File: config.mk
export PLATFORM = sky130hd
export DESIGN_NAME = mem_arbiter
export DESIGN_NICKNAME = d
export VERILOG_FILES = /design/src/rtl/arm_defs_pkg.sv /design/src/rtl/arb_ibuf.sv /design/src/rtl/mem_arbiter.sv
export SDC_FILE = /design/constraint.sdc
export NUM_CORES = 1
export LEC_CHECK = 0
export CAP_MARGIN = 20
export CORE_UTILIZATION = 35
export DETAILED_ROUTE_END_ITERATION = 10
export GPL_TIMING_DRIVEN = 0
export PLACE_DENSITY = 0.8
export SLEW_MARGIN = 0
export SYNTH_ARGS = -nofsm -noshare
export SYNTH_HDL_FRONTEND = slang
export SYNTH_SLANG_ARGS = --single-unit
export TNS_END_PERCENT = 5
File: constraint.sdc
create_clock -name clk -period 2.05 [get_ports clk]
set_input_delay 0.41 -clock clk [delete_from_list [all_inputs] [get_ports clk]]
set_output_delay 0.41 -clock clk [all_outputs]
set_load 0.005 [all_outputs]
File: src/rtl/arm_defs_pkg.sv
// Shared definitions for the memory arbiter of the pipelined ARM core:
// the arbiter FSM state encoding and the default address/data widths.
package arm_defs;

  localparam int ARB_AW = 32;
  localparam int ARB_DW = 32;

  typedef enum logic [1:0] {
    IDLE  = 2'd0,
    DATA  = 2'd1,
    FETCH = 2'd2
  } arb_state_e;

endpackage

File: src/rtl/arb_ibuf.sv
// One-entry instruction buffer for the memory arbiter (used only when
// ARB_IBUF_EN is defined). Holds the last fetched word with its full
// address tag. A store to the same word clears the entry.
module arb_ibuf
  import arm_defs::*;
#(
  parameter int AW = ARB_AW,
  parameter int DW = ARB_DW
) (
  input  logic          clk,
  input  logic          reset,
  input  logic [AW-1:0] lookup_addr,
  output logic          hit,
  output logic [DW-1:0] hit_data,
  input  logic          fill,
  input  logic [AW-1:0] fill_addr,
  input  logic [DW-1:0] fill_data,
  input  logic          inval,
  input  logic [AW-1:0] inval_addr
);

  logic          valid_q;
  logic [AW-1:0] tag_q;
  logic [DW-1:0] data_q;

  assign hit      = valid_q && (tag_q == lookup_addr);
  assign hit_data = data_q;

  // Valid bit: set on refill, cleared by reset or a store to the cached word.
  always_ff @(posedge clk) begin
    if (reset) begin
      valid_q <= 1'b0;
    end else if (fill) begin
      valid_q <= 1'b1;
    end else if (inval && (inval_addr[AW-1:2] == tag_q[AW-1:2])) begin
      valid_q <= 1'b0;
    end
  end

  // Tag and data only need capturing on refill; the valid bit guards them.
  always_ff @(posedge clk) begin
    if (fill) begin
      tag_q  <= fill_addr;
      data_q <= fill_data;
    end
  end

endmodule

File: src/rtl/mem_arbiter.sv
// Arbiter for the single-port unified instruction/data memory. Each pipeline
// advance ("bundle") serves the M-stage data access first, then the F-stage
// fetch, holding StallArb until both are done. A bundle starts in the same
// cycle it is requested, so a zero-wait fetch-only bundle costs no stall.
// Fetches hit by a branch redirect still complete on the bus but are
// discarded and reissued with the new PCF. The fetch address is held while a
// fetch is outstanding so the bus stays stable even if PCF moves.
// Optional feature: define ARB_IBUF_EN to add a one-entry instruction buffer.
module mem_arbiter
  import arm_defs::*;
#(
  parameter int AW = ARB_AW,
  parameter int DW = ARB_DW
) (
  input  logic          clk,
  input  logic          reset,
  input  logic [AW-1:0] PCF,
  input  logic          IReqF,
  input  logic          RedirectF,
  output logic [DW-1:0] InstrF,
  output logic          IValidF,
  input  logic          DReqM,
  input  logic          MemWriteM,
  input  logic [AW-1:0] ALUResultM,
  input  logic [DW-1:0] WriteDataM,
  output logic [DW-1:0] ReadDataM,
  output logic          StallArb,
  output logic          MemReq,
  output logic          MemWE,
  output logic [AW-1:0] MemAddr,
  output logic [DW-1:0] MemWD,
  input  logic [DW-1:0] MemRD,
  input  logic          MemAck
);

  arb_state_e    state_q;
  arb_state_e    cur;
  arb_state_e    nxt;
  logic          drop_q;
  logic          fetch_busy_q;
  logic [AW-1:0] fetch_addr_q;
  logic [AW-1:0] fetch_addr;
  logic          fetch_done;
  logic          discard;
  logic [DW-1:0] fetch_data;
  logic          load_en;
  logic          fill_en;
  logic          inval_en;
  logic          ibuf_hit;
  logic [DW-1:0] ibuf_data;

  // Fetch address: PCF when an access starts, the captured address while outstanding.
  assign fetch_addr = fetch_busy_q ? fetch_addr_q : PCF;

`ifdef ARB_IBUF_EN
  arb_ibuf #(
    .AW (AW),
    .DW (DW)
  ) u_ibuf (
    .clk         (clk),
    .reset       (reset),
    .lookup_addr (PCF),
    .hit         (ibuf_hit),
    .hit_data    (ibuf_data),
    .fill        (fill_en),
    .fill_addr   (fetch_addr),
    .fill_data   (MemRD),
    .inval       (inval_en),
    .inval_addr  (ALUResultM)
  );
`else
  logic ibuf_unused;

  assign ibuf_hit    = 1'b0;
  assign ibuf_data   = '0;
  assign ibuf_unused = fill_en ^ inval_en;
`endif

  // Effective state: an idle arbiter starts a new bundle in the request cycle.
  always_comb begin
    cur = state_q;
    if (state_q == IDLE) begin
      if (DReqM) begin
        cur = DATA;
      end else if (IReqF) begin
        cur = FETCH;
      end
    end
  end

  // Next state, memory bus, stall and fetch result for the current cycle.
  always_comb begin
    nxt        = IDLE;
    MemReq     = 1'b0;
    MemWE      = 1'b0;
    MemAddr    = '0;
    MemWD      = '0;
    StallArb   = 1'b0;
    IValidF    = 1'b0;
    InstrF     = '0;
    load_en    = 1'b0;
    fill_en    = 1'b0;
    inval_en   = 1'b0;
    fetch_done = 1'b0;
    discard    = 1'b0;
    fetch_data = '0;
    unique case (cur)
      IDLE: begin
        nxt = IDLE;
      end
      DATA: begin
        MemReq  = 1'b1;
        MemWE   = MemWriteM;
        MemAddr = ALUResultM;
        MemWD   = WriteDataM;
        if (MemAck) begin
          load_en  = !MemWriteM;
          inval_en = MemWriteM;
          if (IReqF) begin
            nxt      = FETCH;
            StallArb = 1'b1;
          end else begin
            nxt = IDLE;
          end
        end else begin
          nxt      = DATA;
          StallArb = 1'b1;
        end
      end
      FETCH: begin
        discard = drop_q || RedirectF;
        if (!fetch_busy_q && ibuf_hit) begin
          fetch_done = 1'b1;
          fetch_data = ibuf_data;
        end else begin
          MemReq  = 1'b1;
          MemAddr = fetch_addr;
          if (MemAck) begin
            fetch_done = 1'b1;
            fetch_data = MemRD;
            fill_en    = 1'b1;
          end
        end
        if (fetch_done && !discard) begin
          IValidF = 1'b1;
          InstrF  = fetch_data;
          nxt     = IDLE;
        end else begin
          StallArb = 1'b1;
          nxt      = FETCH;
        end
      end
      default: begin
        nxt = IDLE;
      end
    endcase
  end

  // State, redirect-drop flag, outstanding-fetch address and load result.
  always_ff @(posedge clk) begin
    if (reset) begin
      state_q      <= IDLE;
      drop_q       <= 1'b0;
      fetch_busy_q <= 1'b0;
      fetch_addr_q <= '0;
      ReadDataM    <= '0;
    end else begin
      state_q      <= nxt;
      fetch_busy_q <= (cur == FETCH) && MemReq && !MemAck;
      if (cur == FETCH) begin
        fetch_addr_q <= fetch_addr;
        drop_q       <= fetch_done ? 1'b0 : (drop_q || RedirectF);
      end
      if (load_en) begin
        ReadDataM <= MemRD;
      end
    end
  end

endmodule

**After elaboration in Yosys (flattened, before gate mapping)**

Index checks and enable logic that the tools add are counted.

- Multiplexer cells: 27
- Reductions and logical operators: 9
- Equality and inequality tests: 2

Operators by type and width:

| cell | count |
|---|---|
| $mux 32 | 5 |
| $pmux 32 s2 | 1 |
| $mux 1 | 13 |
| $mux 2 | 6 |
| $pmux 2 s2 | 1 |
| $logic_and 1x1->1 | 3 |
| $logic_not 1->1 | 3 |
| $eq 2x1->1 const B | 1 |
| $eq 2x2->1 const B | 1 |
| $logic_not 2->1 | 1 |
| $pmux 1 s2 | 1 |
| $reduce_or 2->1 | 1 |
| $logic_or 1x1->1 | 1 |

- Register bits: 68
- Output and inout bits: 132

**Logic depth before layout (Yosys ltp)**

- Depth in word-level cells: 8
- Depth in mapped cells: 9
- Gate-level depth less buffers: 7

**Least setup slack after synthesis**

Ideal clock, no wire load.

- Path kind: input -> output
- From: input DReqM
- To: output MemAddr[0]
- Buffers on the path: 1
- Required time: 1.640 ns
- Arrival time: 1.638 ns
- Stages on the path: 8
- Setup slack: 0.002 ns
- Cell sequence: nor2_1 -> a21oi_1 -> inv_1 -> ha_1 -> inv_1 -> nand2_1 -> clkbuf_1 -> o21ai_0

- Longest elaborated chain between the ends: 4

RTL lines:

| element | RTL line | source |
|---|---|---|
| from (decl) | mem_arbiter.sv:22 | `input logic DReqM,` |
| $mux 2 (*) | mem_arbiter.sv:83 | `if (DReqM) begin` |
| $mux 2 (*) | mem_arbiter.sv:82 | `if (state_q == IDLE) begin` |
| $eq 2x2->1 / $eq 2x1->1 (equally long branches) | mem_arbiter.sv:107 | `unique case (cur)` |
| $pmux 32 s2 (*) | mem_arbiter.sv:107 |  |
| to (decl) | mem_arbiter.sv:30 | `output logic [AW-1:0] MemAddr,` |

Mark *: on every way between the ends. The rest lies on a longest branch, timed or not.

**Worst setup path after layout**

- From: input DReqM
- To: output MemWD[2]

- Longest elaborated chain between the ends: 4

RTL lines:

| element | RTL line | source |
|---|---|---|
| $mux 2 | mem_arbiter.sv:83 |  |
| $mux 2 | mem_arbiter.sv:82 |  |
| $eq 2x1->1 | mem_arbiter.sv:107 |  |
| $mux 32 | mem_arbiter.sv:107 |  |
| to (decl) | mem_arbiter.sv:31 | `output logic [DW-1:0] MemWD,` |

No other way between the ends.

==> flow_summary.yaml <==
status:
  outcome: "complete, but fails checks"
  violations: "DRC, setup timing"
logic_synthesis:
  synth-adder-area-share_pct: 1.021
  postSynthCellCount: 491
  synth_xor_area_share_pct: 0
  synth_area_leader_cell: "dfxtp_1"
  synth_top_family_by_area: "simple AND/OR/NAND/NOR gates"
  yosysWarnings: 0
  syn_avg_cell_area_sq_um: 7.489
  synthMuxAreaShare_pct: 8.710
  synthFlopType: "dfxtp_1"
  syn_nets: 629
  mappedNetlistArea_sq_um: 3677
  yosysMostFrequentCell: "nand2_1"
  synth.top_cell.area_share_pct: 37.02
  ys_seq_area_share_pct: 37.02
  async_reset_ff_share_pct: 0
  synthSimpleGateAreaFrac_pct: 29.91
  synth.ff_latch_count: 68
  synth_area_leaders: "dfxtp_1 37%, nand2_1 17%, and2_1 11%"
  synthTopCellsByCount: "162 x nand2_1, 68 x dfxtp_1, 66 x and2_1"
  synth_cell_types: 27
  synth_compound_area_share_pct: 15.55
  synth_edf_count: 0
placed_design:
  place_inst: 891
  dp_hpwl_um: 10310
  io_buffers: 264
  gp_congestion: 0.8391
floorplanning:
  die_w_um: 104.5
  core_sq_um: 10280
  die_h_um: 104.5
  rows: 37
  dieArea_sq_um: 10920
  io_pins: 267
  initial_core_util_pct: 35.78
grt:
  antenna_found_initial: 0
  track_usage_pct: 24.88
  grt_pass1_vias: 4588
  grt_max_degree: 13
  grt_pass1_wl_um: 21950
  grt-ovfl-total: 0
timing:
  hold_ws_ps: 327.3
  skew_ps: 12.67
  fin_ws_ps: -375.7
  fmax_mhz: 412.3
  rsz0062_at_grt: "true"
  finalCritPeriodShare_pct: 118.3
  tightestPinTransition_ps: 648.3
  finalSetupViolCount: 82
  max-slew-margin-rel_pct: 56.78
  slew_violations: 0
  hold_viol_final: 0
  min_period_ps: 2426
critical_path:
  critPathRequiredTime_ps: 1640
  rr_worst_depth: 10
  reg2reg_from: "state_q[0]$_SDFF_PP0_"
  path_class: "in -> out"
  cp_max_fo: 10
  start_kind: "input port"
  crit_arrival_ps: 2020
  reg2reg_slack_ps: 270
  rr_endpoint: "ReadDataM[14]$_SDFFE_PP0P_"
  crit_chain: "dlygate4sd2_1 -> nor2_2 -> a21oi_2 -> ha_2 -> buf_6 -> clkbuf_8 -> and2_1 -> clkdlybuf4s50_1"
  critPathMaxStageDelay_ps: 500
  cp.buffers_inverters: 4
  cpMaxStageDelayCell: "clkdlybuf4s50_1"
  end_kind: "output port"
  crit_family: "buffers and inverters"
final_layout:
  antenna_cells: 0
  drive_gt1_share_pct: 26.63
  nets: 933
  final_cells: 936
  area_growth_pct: 88.13
  nFillCells: 882
  final_util_pct: 67.31
clocking:
  cts_buffers: 9
  cts_tree: "done"
  path_clk_slew_ps: 70
  cts-root-buf: "clkbuf_8"
  clockBufferDepth: 2
  htree_levels: 3
  cts.hold.buffers_added: 0
  clk-insertion-delay-late_ps: 340
  cts.sinks: 68
run:
  max_cap_viol_count: 0
detailed_routing:
  wire_per_inst_um: 14.92
  firstDrtPassIters: 7
  antenna_left: 0
  drcViolationCount: 2
  vias_per_cell: 4.745
  via_count: 4441
  drt-initial-drc-count: 198
  wl_um: 13970
worst_hold_path:
  min_from: "MemAck"
  hold_class: "in -> reg"
  hold_end: "fetch_busy_q$_SDFF_PP0_"
  whs_path_depth: 2
power:
  pwr_density_cell_nw_per_um2: 528.5
  ir_drop_mv: 0.3476
  p_leak_nw: 2.908
worst max-delay path by stage:
stage / from / to / slack (ps) / cells after the start
floorplan: DReqM / MemAddr[0] / 2 / 8
global placement: DReqM / MemAddr[15] / -1260 / 10
detailed placement: DReqM / MemAddr[30] / -1370 / 10
CTS: state_q[1]$_SDFF_PP0_ / MemAddr[11] / -420 / 12
global route: state_q[0]$_SDFF_PP0_ / MemAddr[10] / -510 / 11
finish: DReqM / MemWD[2] / -380 / 8
area by class of cell:
cell class	instances	area, sq um	share of cell area (%)
Buffer	41	376.6	5.444
Clock buffer	11	151.4	2.188
Clock inverter	5	60.06	0.8682
Inverter	4	15.01	0.2170
Multi-Input combinational cell	378	2176	31.45
Sequential cell	68	1364	19.71
Tap cell	136	170.2	2.460
Timing Repair Buffer	293	2605	37.66
flip-flops by register name, indices dropped and copies added (netlist names):
signal,cells
fetch_addr_q,32
fetch_busy_q,1
state_q,2
drop_q,1
ReadDataM,32
per-layer routing:
layer	track usage [%]	vias to the layer above	wire length [um]
li1	-	2200	-
met1	27.67	2052	5518
met2	44.99	167	7217
met3	6.642	22	974
met4	9.184	0	256
met5	0	-	0
kinds of logic after synthesis:
kind of cell,count (synthesis)
flip-flops,68
multiplexers,32
AND/OR/NAND/NOR,240
adder cells (fa/ha/maj),3
buffers and inverters,45
AO/OA/AOI/OAI,103
cells in the final DEF, fill, tap and decap left out, types with 3 or more instances in the layout:
| cell type | count |
|---|---|
| a21oi_1 | 53 |
| a21oi_2 | 13 |
| and2_1 | 56 |
| and2_4 | 10 |
| buf_2 | 51 |
| buf_4 | 23 |
| buf_6 | 32 |
| clkbuf_1 | 6 |
| clkbuf_2 | 19 |
| clkbuf_8 | 21 |
| clkdlybuf4s15_1 | 10 |
| clkdlybuf4s50_1 | 165 |
| clkinvlp_4 | 4 |
| dfxtp_1 | 66 |
| dlygate4sd2_1 | 11 |
| dlymetal6s2s_1 | 6 |
| inv_2 | 3 |
| mux2i_1 | 32 |
| nand2_1 | 147 |
| nand2_2 | 14 |
| o21ai_1 | 20 |
| o21ai_2 | 12 |
what timing repair did:
| item | 4_1_cts | 5_1_grt |
|---|---|---|
| endpoints found under the setup margin | 100 | 100 |
| cloned | 5 | 0 |
| resized for setup | 299 | 128 |
| buffers inserted | 23 | 2 |
| pin swaps | 11 | 14 |
where the power goes:
part | internal (mW) | switching (mW) | leakage (nW)
sequential | 1.38 | 0.0276 | 0.553
clock | 0.628 | 0.528 | 0.0938
combinational | 0.643 | 0.454 | 2.26
total | 2.65 | 1.01 | 2.91
through the flow:
stage / setup slack, ps / setup TNS, ps / total power, mW / cell area, sq um
after floorplan: 1.739 / 0 / 1.804 / 3677
after global placement: -1264 / -106920 / 2.439 / 6490
after detailed placement: -1371 / -117240 / 2.462 / 6490
after CTS: -415.1 / -27440 / 3.653 / 6888
after global routing: -509.3 / -30670 / 3.848 / 6918
final: -375.7 / -19150 / 3.656 / 6918
No activity file was read; power rests on OpenSTA's default activity.
